$ cat src/rtl/mem_access_unit_pkg.sv
// Shared encodings for the load/store access stage: bus size codes, FSM states
// and small helpers used by the top and the store-alignment sub-module.
package mem_access_unit_pkg;

  localparam logic [1:0] MEM_SIZE_B = 2'd0;
  localparam logic [1:0] MEM_SIZE_H = 2'd1;
  localparam logic [1:0] MEM_SIZE_W = 2'd2;

  typedef enum logic [1:0] {
    MA_IDLE   = 2'd0,
    MA_REQ    = 2'd1,
    MA_WAIT   = 2'd2,
    MA_CANCEL = 2'd3
  } ma_state_e;

  // Size code 3 is folded onto a word access everywhere downstream.
  function automatic logic [1:0] norm_size(input logic [1:0] size);
    return (size == 2'd3) ? MEM_SIZE_W : size;
  endfunction

  function automatic logic is_misaligned(input logic [1:0] size, input logic [1:0] addr_lo);
    logic bad;
    bad = 1'b0;
    if (size == MEM_SIZE_H) bad = addr_lo[0];
    else if (size == MEM_SIZE_W) bad = (addr_lo != 2'b00);
    return bad;
  endfunction

endpackage

$ cat src/rtl/mem_access_unit_store_align.sv
// Combinational store lane builder: byte strobes from size/offset and the
// right-aligned store data replicated across every lane it may land in.
module mem_access_unit_store_align
  import mem_access_unit_pkg::*;
(
  input  logic        is_store,
  input  logic [1:0]  size,
  input  logic [1:0]  addr_lo,
  input  logic [31:0] wdata,
  output logic [3:0]  wstrb,
  output logic [31:0] wdata_out
);

  always_comb begin
    wstrb     = 4'b1111;
    wdata_out = wdata;
    case (size)
      MEM_SIZE_B: begin
        wstrb     = 4'b0001 << addr_lo;
        wdata_out = {4{wdata[7:0]}};
      end
      MEM_SIZE_H: begin
        wstrb     = addr_lo[1] ? 4'b1100 : 4'b0011;
        wdata_out = {2{wdata[15:0]}};
      end
      default: begin
        wstrb     = 4'b1111;
        wdata_out = wdata;
      end
    endcase
    // Loads never write, so they carry no strobes.
    if (!is_store) wstrb = 4'b0000;
  end

endmodule

$ cat src/rtl/mem_access_unit.sv
// Load/store access stage driving an SRAM-like req/addr_ok/data_ok bus, one
// operation outstanding. Define MEM_ALIGN_CHECK_EN to trap misaligned accesses
// (adel/ades) instead of silently aligning the bus address.
module mem_access_unit
  import mem_access_unit_pkg::*;
#(
  parameter int ADDR_W = 32,
  parameter int DATA_W = 32
) (
  input  logic              clk,
  input  logic              resetn,
  input  logic              op_valid,
  output logic              op_ready,
  input  logic              op_is_store,
  input  logic [1:0]        op_size,
  input  logic [ADDR_W-1:0] op_addr,
  input  logic [DATA_W-1:0] op_wdata,
  input  logic              flush,
  output logic              data_req,
  output logic              data_wr,
  output logic [1:0]        data_size,
  output logic [ADDR_W-1:0] data_addr,
  output logic [3:0]        data_wstrb,
  output logic [DATA_W-1:0] data_wdata,
  input  logic              data_addr_ok,
  input  logic              data_data_ok,
  input  logic [DATA_W-1:0] data_rdata,
  output logic              ld_valid,
  output logic              ld_is_load,
  output logic [DATA_W-1:0] ld_word,
  output logic [1:0]        ld_ltype,
  output logic              busy,
  output logic              adel,
  output logic              ades,
  output logic [1:0]        dbg_state
);

  // Handshakes: an op transfers on a cycle with op_valid & op_ready (only in
  // IDLE, and never while flush is high); a bus request transfers on
  // data_req & data_addr_ok, and its response is the later data_ok pulse.

  ma_state_e state_q, state_d;

  logic              is_store_q, is_store_d;
  logic [1:0]        size_q, size_d;
  logic [ADDR_W-1:0] addr_q, addr_d;
  logic [1:0]        ltype_q, ltype_d;
  logic [3:0]        wstrb_q, wstrb_d;
  logic [DATA_W-1:0] wdata_q, wdata_d;

  logic              ld_valid_q, ld_valid_d;
  logic              ld_is_load_q, ld_is_load_d;
  logic [DATA_W-1:0] ld_word_q, ld_word_d;
  logic [1:0]        ld_ltype_q, ld_ltype_d;
  logic              adel_q, adel_d;
  logic              ades_q, ades_d;

  logic [1:0]        op_size_n;
  logic [ADDR_W-1:0] bus_addr;
  logic              op_misaligned;
  logic              accept;
  logic              complete;
  logic [3:0]        sa_wstrb;
  logic [DATA_W-1:0] sa_wdata;

  assign op_size_n = norm_size(op_size);
  assign accept    = (state_q == MA_IDLE) & op_valid & ~flush;

  mem_access_unit_store_align u_store_align (
    .is_store  (op_is_store),
    .size      (op_size_n),
    .addr_lo   (op_addr[1:0]),
    .wdata     (op_wdata),
    .wstrb     (sa_wstrb),
    .wdata_out (sa_wdata)
  );

`ifdef MEM_ALIGN_CHECK_EN
  assign op_misaligned = is_misaligned(op_size_n, op_addr[1:0]);
  assign bus_addr      = op_addr;
`else
  assign op_misaligned = 1'b0;
  // Without the trap, the bus sees a naturally aligned address; the original
  // offset still travels to the extension stage through ld_ltype.
  always_comb begin
    bus_addr = op_addr;
    if (op_size_n == MEM_SIZE_W) bus_addr[1:0] = 2'b00;
    else if (op_size_n == MEM_SIZE_H) bus_addr[0] = 1'b0;
  end
`endif

  always_comb begin
    state_d      = state_q;
    is_store_d   = is_store_q;
    size_d       = size_q;
    addr_d       = addr_q;
    ltype_d      = ltype_q;
    wstrb_d      = wstrb_q;
    wdata_d      = wdata_q;
    ld_valid_d   = 1'b0;
    ld_is_load_d = ld_is_load_q;
    ld_word_d    = ld_word_q;
    ld_ltype_d   = ld_ltype_q;
    adel_d       = 1'b0;
    ades_d       = 1'b0;
    data_req     = 1'b0;
    complete     = 1'b0;

    case (state_q)
      MA_IDLE: begin
        if (accept) begin
          if (op_misaligned) begin
            adel_d = ~op_is_store;
            ades_d = op_is_store;
          end else begin
            is_store_d = op_is_store;
            size_d     = op_size_n;
            addr_d     = bus_addr;
            ltype_d    = op_addr[1:0];
            wstrb_d    = sa_wstrb;
            wdata_d    = sa_wdata;
            state_d    = MA_REQ;
          end
        end
      end
      MA_REQ: begin
        data_req = 1'b1;
        if (flush) begin
          // Once the address is taken a response is owed and must be drained.
          state_d = (data_addr_ok & ~data_data_ok) ? MA_CANCEL : MA_IDLE;
        end else if (data_addr_ok) begin
          if (data_data_ok) begin
            complete = 1'b1;
            state_d  = MA_IDLE;
          end else begin
            state_d = MA_WAIT;
          end
        end
      end
      MA_WAIT: begin
        if (data_data_ok) begin
          complete = ~flush;
          state_d  = MA_IDLE;
        end else if (flush) begin
          state_d = MA_CANCEL;
        end
      end
      MA_CANCEL: begin
        if (data_data_ok) state_d = MA_IDLE;
      end
      default: state_d = MA_IDLE;
    endcase

    if (complete) begin
      ld_valid_d   = 1'b1;
      ld_is_load_d = ~is_store_q;
      ld_word_d    = is_store_q ? '0 : data_rdata;
      ld_ltype_d   = ltype_q;
    end
  end

  always_ff @(posedge clk or negedge resetn) begin
    if (!resetn) begin
      state_q      <= MA_IDLE;
      is_store_q   <= 1'b0;
      size_q       <= 2'b00;
      addr_q       <= '0;
      ltype_q      <= 2'b00;
      wstrb_q      <= 4'b0000;
      wdata_q      <= '0;
      ld_valid_q   <= 1'b0;
      ld_is_load_q <= 1'b0;
      ld_word_q    <= '0;
      ld_ltype_q   <= 2'b00;
      adel_q       <= 1'b0;
      ades_q       <= 1'b0;
    end else begin
      state_q      <= state_d;
      is_store_q   <= is_store_d;
      size_q       <= size_d;
      addr_q       <= addr_d;
      ltype_q      <= ltype_d;
      wstrb_q      <= wstrb_d;
      wdata_q      <= wdata_d;
      ld_valid_q   <= ld_valid_d;
      ld_is_load_q <= ld_is_load_d;
      ld_word_q    <= ld_word_d;
      ld_ltype_q   <= ld_ltype_d;
      adel_q       <= adel_d;
      ades_q       <= ades_d;
    end
  end

  assign op_ready   = (state_q == MA_IDLE);
  assign busy       = (state_q != MA_IDLE) | (op_valid & op_ready);
  assign data_wr    = is_store_q;
  assign data_size  = size_q;
  assign data_addr  = addr_q;
  assign data_wstrb = wstrb_q;
  assign data_wdata = wdata_q;
  assign ld_valid   = ld_valid_q;
  assign ld_is_load = ld_is_load_q;
  assign ld_word    = ld_word_q;
  assign ld_ltype   = ld_ltype_q;
  assign adel       = adel_q;
  assign ades       = ades_q;
  assign dbg_state  = state_q;

endmodule

$ cat config.mk
export PLATFORM = sky130hd
export DESIGN_NAME = mem_access_unit
export DESIGN_NICKNAME = d
export VERILOG_FILES = /design/src/rtl/mem_access_unit_pkg.sv /design/src/rtl/mem_access_unit_store_align.sv /design/src/rtl/mem_access_unit.sv
export SDC_FILE = /design/constraint.sdc
export NUM_CORES = 1
export LEC_CHECK = 0
export CORE_AREA = 2 2 106 108
export DETAILED_ROUTE_END_ITERATION = 8
export DIE_AREA = 0 0 108 110
export PLACE_DENSITY = 0.95
export SLEW_MARGIN = 20
export SYNTH_ARGS = -nofsm -noshare
export SYNTH_HDL_FRONTEND = slang
export SYNTH_SLANG_ARGS = --single-unit
$ cat constraint.sdc
create_clock -name clk -period 3.7 [get_ports clk]
set_clock_uncertainty 0.1 [all_clocks]
set_input_delay 0.555 -clock clk [delete_from_list [all_inputs] [get_ports clk]]
set_output_delay 0.555 -clock clk [all_outputs]
set_load 0.02 [all_outputs]
==> qor.txt, run 1 <==
CTS clock-pin slew for the worst setup and hold paths: 100 ps
maximum level of the CTS H-tree: 3
fillers: 820
arrival time worst endpoint: 2000 ps
core region area: 10700 µm²
slowest stage delay, CP: 880 ps
Crit Path Max Fanout: 35
commonest non-fill, non-tap cells in the layout: nand2_1 (229), clkdlybuf4s50_1 (215), dfrtp_1 (111), nand3b_1 (33), o21ai_1 (32)
most common cell after layout, fill and taps aside: nand2_1
crit path launch type: flip-flop
FF/Latch Area: 2780 µm²
synth warn: 0
Worst VDD drop: 540 µV
met2 Use GR: 38.4%
Clock Latency Late Sink: 360 ps
worst-margin pin slew: 817 ps
area of the multi-input gates: 1790 µm²
max-cap violation count: 0
Area Overhead vs Synth: 50.5%
Resize count post-CTS: 0
Synth Cell Area: 4770 µm²
CP Capture Type: output pin
pwr/cell area: 806 nW/µm²
Power, Total: 0.00578 W
# clock sinks: 111
worst reg-to-reg path cell count: 8
met3 Usage GRT: 7.76%
vias in the first global route: 4261
Final TNS setup: 0 ps
Slew Limit Fails: 0
Crit path max-delay family: flip-flops
Peak Freq: 0.377 GHz
Detail Placement HPWL: 9.89 mm
Setup CP Type: reg2out
Unique masters post-synth: 28
syn avg cell area: 9.27 µm²
layout cells sized above 1: 3.33%
Tcrit/Tclk final: 71.7%
clock root buffer master: clkbuf_8
num rows: 38
Final Wtd Congestion: 0.752
clk buf depth: 2
final core occ: 67.1%
M1 GR Usage: 27.2%
antenna diode count: 0
ys flop type: dfrtp_1
final global-route overflow total: 0
die height: 110 µm
setup repair after global routing missed its margin: no
gr usage total: 22.8%
total CTS buffers: 9
via count: 4306
GRT busiest layer: met2
CTS Hold Bufs: 0
drt via density: 5.01
Reg2Reg Launch Point: dbg_state[1]$_DFFE_PN0P_
Post-synth EDFFs: 0
Worst Path Required: 3040 ps
Synth Register Bits: 111
Initial DRC Count: 291
Worst slew margin: 45.5%
Ports: 219
1st-pass router iterations: 4
worst flop-to-flop path endpoint: ld_word[3]$_DFFE_PN0P_
Port Buffers: 216
Layout Nets: 825
DRT Wirelength: 13.2 mm
# Post-CTS Setup Buffers: 0
CTS tree: done
DRC Markers: 0
Pleak: 3.41 nW
largest net degree at the start of global routing: 102
die area: 11900 µm²
worst hold path class: in2async
Async SR Flop Fraction: 100%
post-DR wirelength/cell: 15.4 µm
Seq/Total Area, Yosys: 58.3%
initial antenna violation count: 0
origin of the worst setup path: data_wr$_DFFE_PN0P_
first-pass GRT wire length: 20.9 mm
Setup-failing EPs final: 0
critical-path cell list: clkdlybuf4s50_1
Final min period: 2650 ps
Final Hold Vio Count: 0
Post-DRT Antenna Nets: 0
slowest CP cell: dfrtp_1
Post-Synthesis Cells: 514
Die Width: 108 µm
status: completed
reg2reg setup slack: 1480 ps
CP bufs+invs: 1
Starting Density: 44.6%
## synth_stat cells (2+ instances only)
cell type	number	area [µm²]
buf_4	2	15.0
nor2_1	10	37.5
ha_1	5	62.6
nand2_1	229	860
a21oi_1	15	75.1
clkbuf_1	11	41.3
nand2b_1	3	18.8
dfrtp_1	111	2780
buf_6	4	45.0
nand3b_1	33	248
inv_1	6	22.5
buf_1	5	18.8
o21ai_1	32	160
mux2i_1	25	250
buf_2	10	50.1
## cell families (layout without fill, tap and decap cells)
group / Yosys count / in the layout / synth area share, %
flops: 111 / 111 / 58.3
other cells: 1 / 2 / 0.0787
fa+ha+maj: 5 / 5 / 1.31
compound gates: 51 / 51 / 5.51
buf+inv: 40 / 245 / 4.30
mux: 26 / 26 / 5.49
simple gates: 280 / 280 / 25.0
## flip-flops by register name (all words and copies together), names as in the netlist, 2 cells and up
| name | flops |
|---|---|
| ld_ltype | 2 |
| dbg_state | 2 |
| data_addr | 32 |
| data_size | 2 |
| ltype_q | 2 |
| data_wdata | 32 |
| data_wstrb | 4 |
| ld_word | 32 |
## worst max-delay path by stage
| stage | endpoint | slack (ps) | cells after the start |
|---|---|---|---|
| after floorplan | ld_word[10]$_DFFE_PN0P_ | 1700 | 8 |
| after global placement | data_wdata[13]$_DFFE_PN0P_ | 1250 | 4 |
| after detailed placement | data_wdata[11]$_DFFE_PN0P_ | 1170 | 4 |
| after CTS | data_wr | 1020 | 1 |
| after global routing | data_wr | 890 | 1 |
| final | data_wr | 1050 | 1 |
## power by group
| group | total [W] | leakage [nW] | internal, W | switching (W) |
|---|---|---|---|---|
| combinational | 0.00297 | 1.91 | 0.00141 | 0.00156 |
| sequential | 0.00215 | 1.41 | 0.00179 | 0.000363 |
| clock | 0.000664 | 0.0894 | 0.000281 | 0.000383 |
| total | 0.00578 | 3.41 | 0.00348 | 0.00230 |
## area by class of cell
| cell class | instances | share of cell area [%] |
|---|---|---|
| Clock buffer | 13 | 2.21 |
| Clock inverter | 3 | 0.244 |
| Inverter | 8 | 0.488 |
| Multi-Input combinational cell | 364 | 24.9 |
| Sequential cell | 111 | 38.7 |
| Tap cell | 140 | 2.44 |
| Timing Repair Buffer | 221 | 31.0 |
## metal layers
metal	part of all wire, %	wire [µm]
met1	39	5210
met2	48	6390
met3	9.8	1290
met4	2.4	320
met5	0	0
## worst reg2reg max path, cell delays in order, from the launching register on
cell and delay (ps):
dfrtp_1 430, inv_1 110, ha_1 250, a21oi_1 150
or3_1 110, buf_4 340, clkinv_4 320, nand3b_1 220
nand2_1 80
## metrics by stage
step	hold slack, ps	cell area [µm²]	cells	setup WS, ps
detailed placement	358	7000	844	1170
global route	180	7170	860	892
finish	152	7170	860	1050
floorplan	159	4770	515	1700
global placement	349	7000	844	1250
CTS	149	7170	860	1020
(Power assumes the default switching activity.)
==> run 2, diff against run 1 <==
- CORE_AREA: 2 2 106 108 -> 2 2 110 112
- DIE_AREA: 0 0 108 110 -> 0 0 112 114
- PLACE_DENSITY: 0.95 -> 0.9
- clock period: 3.7 -> 2.5 ns (I/O delays scaled with it)
==> qor.txt, run 2 (same netlist as run 1, synthesis figures left out) <==
CP Capture Type: output pin (unchanged)
Worst VDD drop: 696 µV (was 540 µV)
Final Wtd Congestion: 0.798 (was 0.752)
DRC Markers: 0 (unchanged)
Detail Placement HPWL: 10.1 mm (was 9.89 mm)
fillers: 980 (was 820)
FF/Latch Area: 2780 µm² (unchanged)
antenna diode count: 0 (unchanged)
post-DR wirelength/cell: 15.6 µm (was 15.4 µm)
Layout Nets: 832 (was 825)
CTS tree: done (unchanged)
via count: 4269 (was 4306)
worst hold path class: reg2reg (was in2async)
setup repair after global routing missed its margin: no (unchanged)
1st-pass router iterations: 7 (was 4)
Final TNS setup: 0 ps (unchanged)
max-cap violation count: 0 (unchanged)
# clock sinks: 111 (unchanged)
maximum level of the CTS H-tree: 3 (unchanged)
Post-DRT Antenna Nets: 0 (unchanged)
clock root buffer master: clkbuf_16 (was clkbuf_8)
Setup-failing EPs final: 0 (unchanged)
drt via density: 4.88 (was 5.01)
DRT Wirelength: 13.6 mm (was 13.2 mm)
largest net degree at the start of global routing: 102 (unchanged)
num rows: 40 (was 38)
Slew Limit Fails: 0 (unchanged)
Peak Freq: 0.439 GHz
layout cells sized above 1: 4.26% (was 3.33%)
Worst slew margin: 55.7% (was 45.5%)
Post-Place Setup Slack: 383 ps (was 1170 ps)
post-route worst setup slack: 223 ps (was 1050 ps)
die area: 12800 µm² (was 11900 µm²)
arrival time worst endpoint: 1800 ps (was 2000 ps)
Port Buffers: 216 (unchanged)
area of the multi-input gates: 1790 µm² (unchanged)
worst-margin pin slew: 664 ps (was 817 ps)
gr usage total: 21.6% (was 22.8%)
Initial DRC Count: 274 (was 291)
CTS clock-pin slew for the worst setup and hold paths: 70 ps (was 100 ps)
die height: 114 µm (was 110 µm)
Ports: 219 (unchanged)
total CTS buffers: 9 (unchanged)
Final min period: 2280 ps
clk buf depth: 2 (unchanged)
commonest non-fill, non-tap cells in the layout: nand2_1 (229), clkdlybuf4s50_1 (215), dfrtp_1 (111), nand3b_1 (33), o21ai_1 (32) (unchanged)
vias in the first global route: 4412 (was 4261)
Crit Path Max Fanout: 5 (was 35)
worst hold slack: 372 ps (was 152 ps)
Worst Path Required: 2030 ps (was 3040 ps)
crit path launch type: flip-flop (unchanged)
Clock Latency Late Sink: 340 ps (was 360 ps)
initial antenna violation count: 0 (unchanged)
Tcrit/Tclk final: 91.1%
final global-route overflow total: 0 (unchanged)
Area Overhead vs Synth: 54.2% (was 50.5%)
final core occ: 62.8% (was 67.1%)
Die Width: 112 µm (was 108 µm)
pwr/cell area: 1220 nW/µm² (was 806 nW/µm²)
most common cell after layout, fill and taps aside: nand2_1 (unchanged)
first-pass GRT wire length: 22.2 mm (was 20.9 mm)
status: completed (unchanged)
Pleak: 3.49 nW (was 3.41 nW)
Final Hold Vio Count: 0 (unchanged)
Starting Density: 40.7% (was 44.6%)
core region area: 11700 µm² (was 10700 µm²)
Setup CP Type: reg2out (unchanged)
==> run 2: worst paths after layout <==
path / from / end / slack (ps) / cells past startpoint
max: dbg_state[1]$_DFFE_PN0P_ / busy / 220 / 4
min: ld_word[23]$_DFFE_PN0P_ / ld_word[23]$_DFFE_PN0P_ / 370 / 2
max reg2reg: dbg_state[1]$_DFFE_PN0P_ / ld_word[17]$_DFFE_PN0P_ / 520 / 7
min reg2reg: ld_word[23]$_DFFE_PN0P_ / ld_word[23]$_DFFE_PN0P_ / 370 / 2
max in group asynchronous: resetn / data_addr[11]$_DFFE_PN0P_ / 1010 / 3
min in group asynchronous: resetn / ld_word[22]$_DFFE_PN0P_ / 510 / 2
==> run 2: where the power goes <==
| group | internal, W | switching (W) | total, W |
|---|---|---|---|
| clock network | 0.000703 | 0.000645 | 0.00135 |
| logic | 0.00211 | 0.00238 | 0.00448 |
| registers | 0.00265 | 0.000505 | 0.00316 |
| total | 0.00547 | 0.00353 | 0.00899 |
==> run 2: area by class of cell <==
class	count	share of cell area [%]
sequential	111	37.8
clock buffer	11	3.30
inverter	8	0.477
clock inverter	5	0.460
timing repair buffer	228	31.1
multi-input combinational	364	24.3
tap	147	2.50
==> run 2: worst max-delay path, stage by stage (launching register included) <==
cell and delay [ps]:
dfrtp_1 440, inv_1 110, ha_1 230, nand2_1 80, clkdlybuf4s50_1 600
==> run 2: timing repair <==
action | in CTS | in global routing
hold buffers | 1 | 0
setup buffers | 0 | 0
endpoints found under the hold margin | 47 | 0
gates resized for setup | 0 | 0
==> run 2: through the flow <==
step	cell area, µm²	instances	power, W
final	7350	874	0.00899
after global routing	7350	874	0.00952
after CTS	7350	874	0.00907
after detailed placement	7060	857	0.00770
after global placement	7060	857	0.00752
after floorplan	4770	515	0.00530
==> run 2: routing by layer <==
layer | track usage, % | part of all wire [%] | wire length [µm]
met1 | 26.6 | 40 | 5460
met2 | 38.1 | 50 | 6860
met3 | 5.15 | 8.0 | 1090
met4 | 6.26 | 1.6 | 216
met5 | 0 | 0 | 0
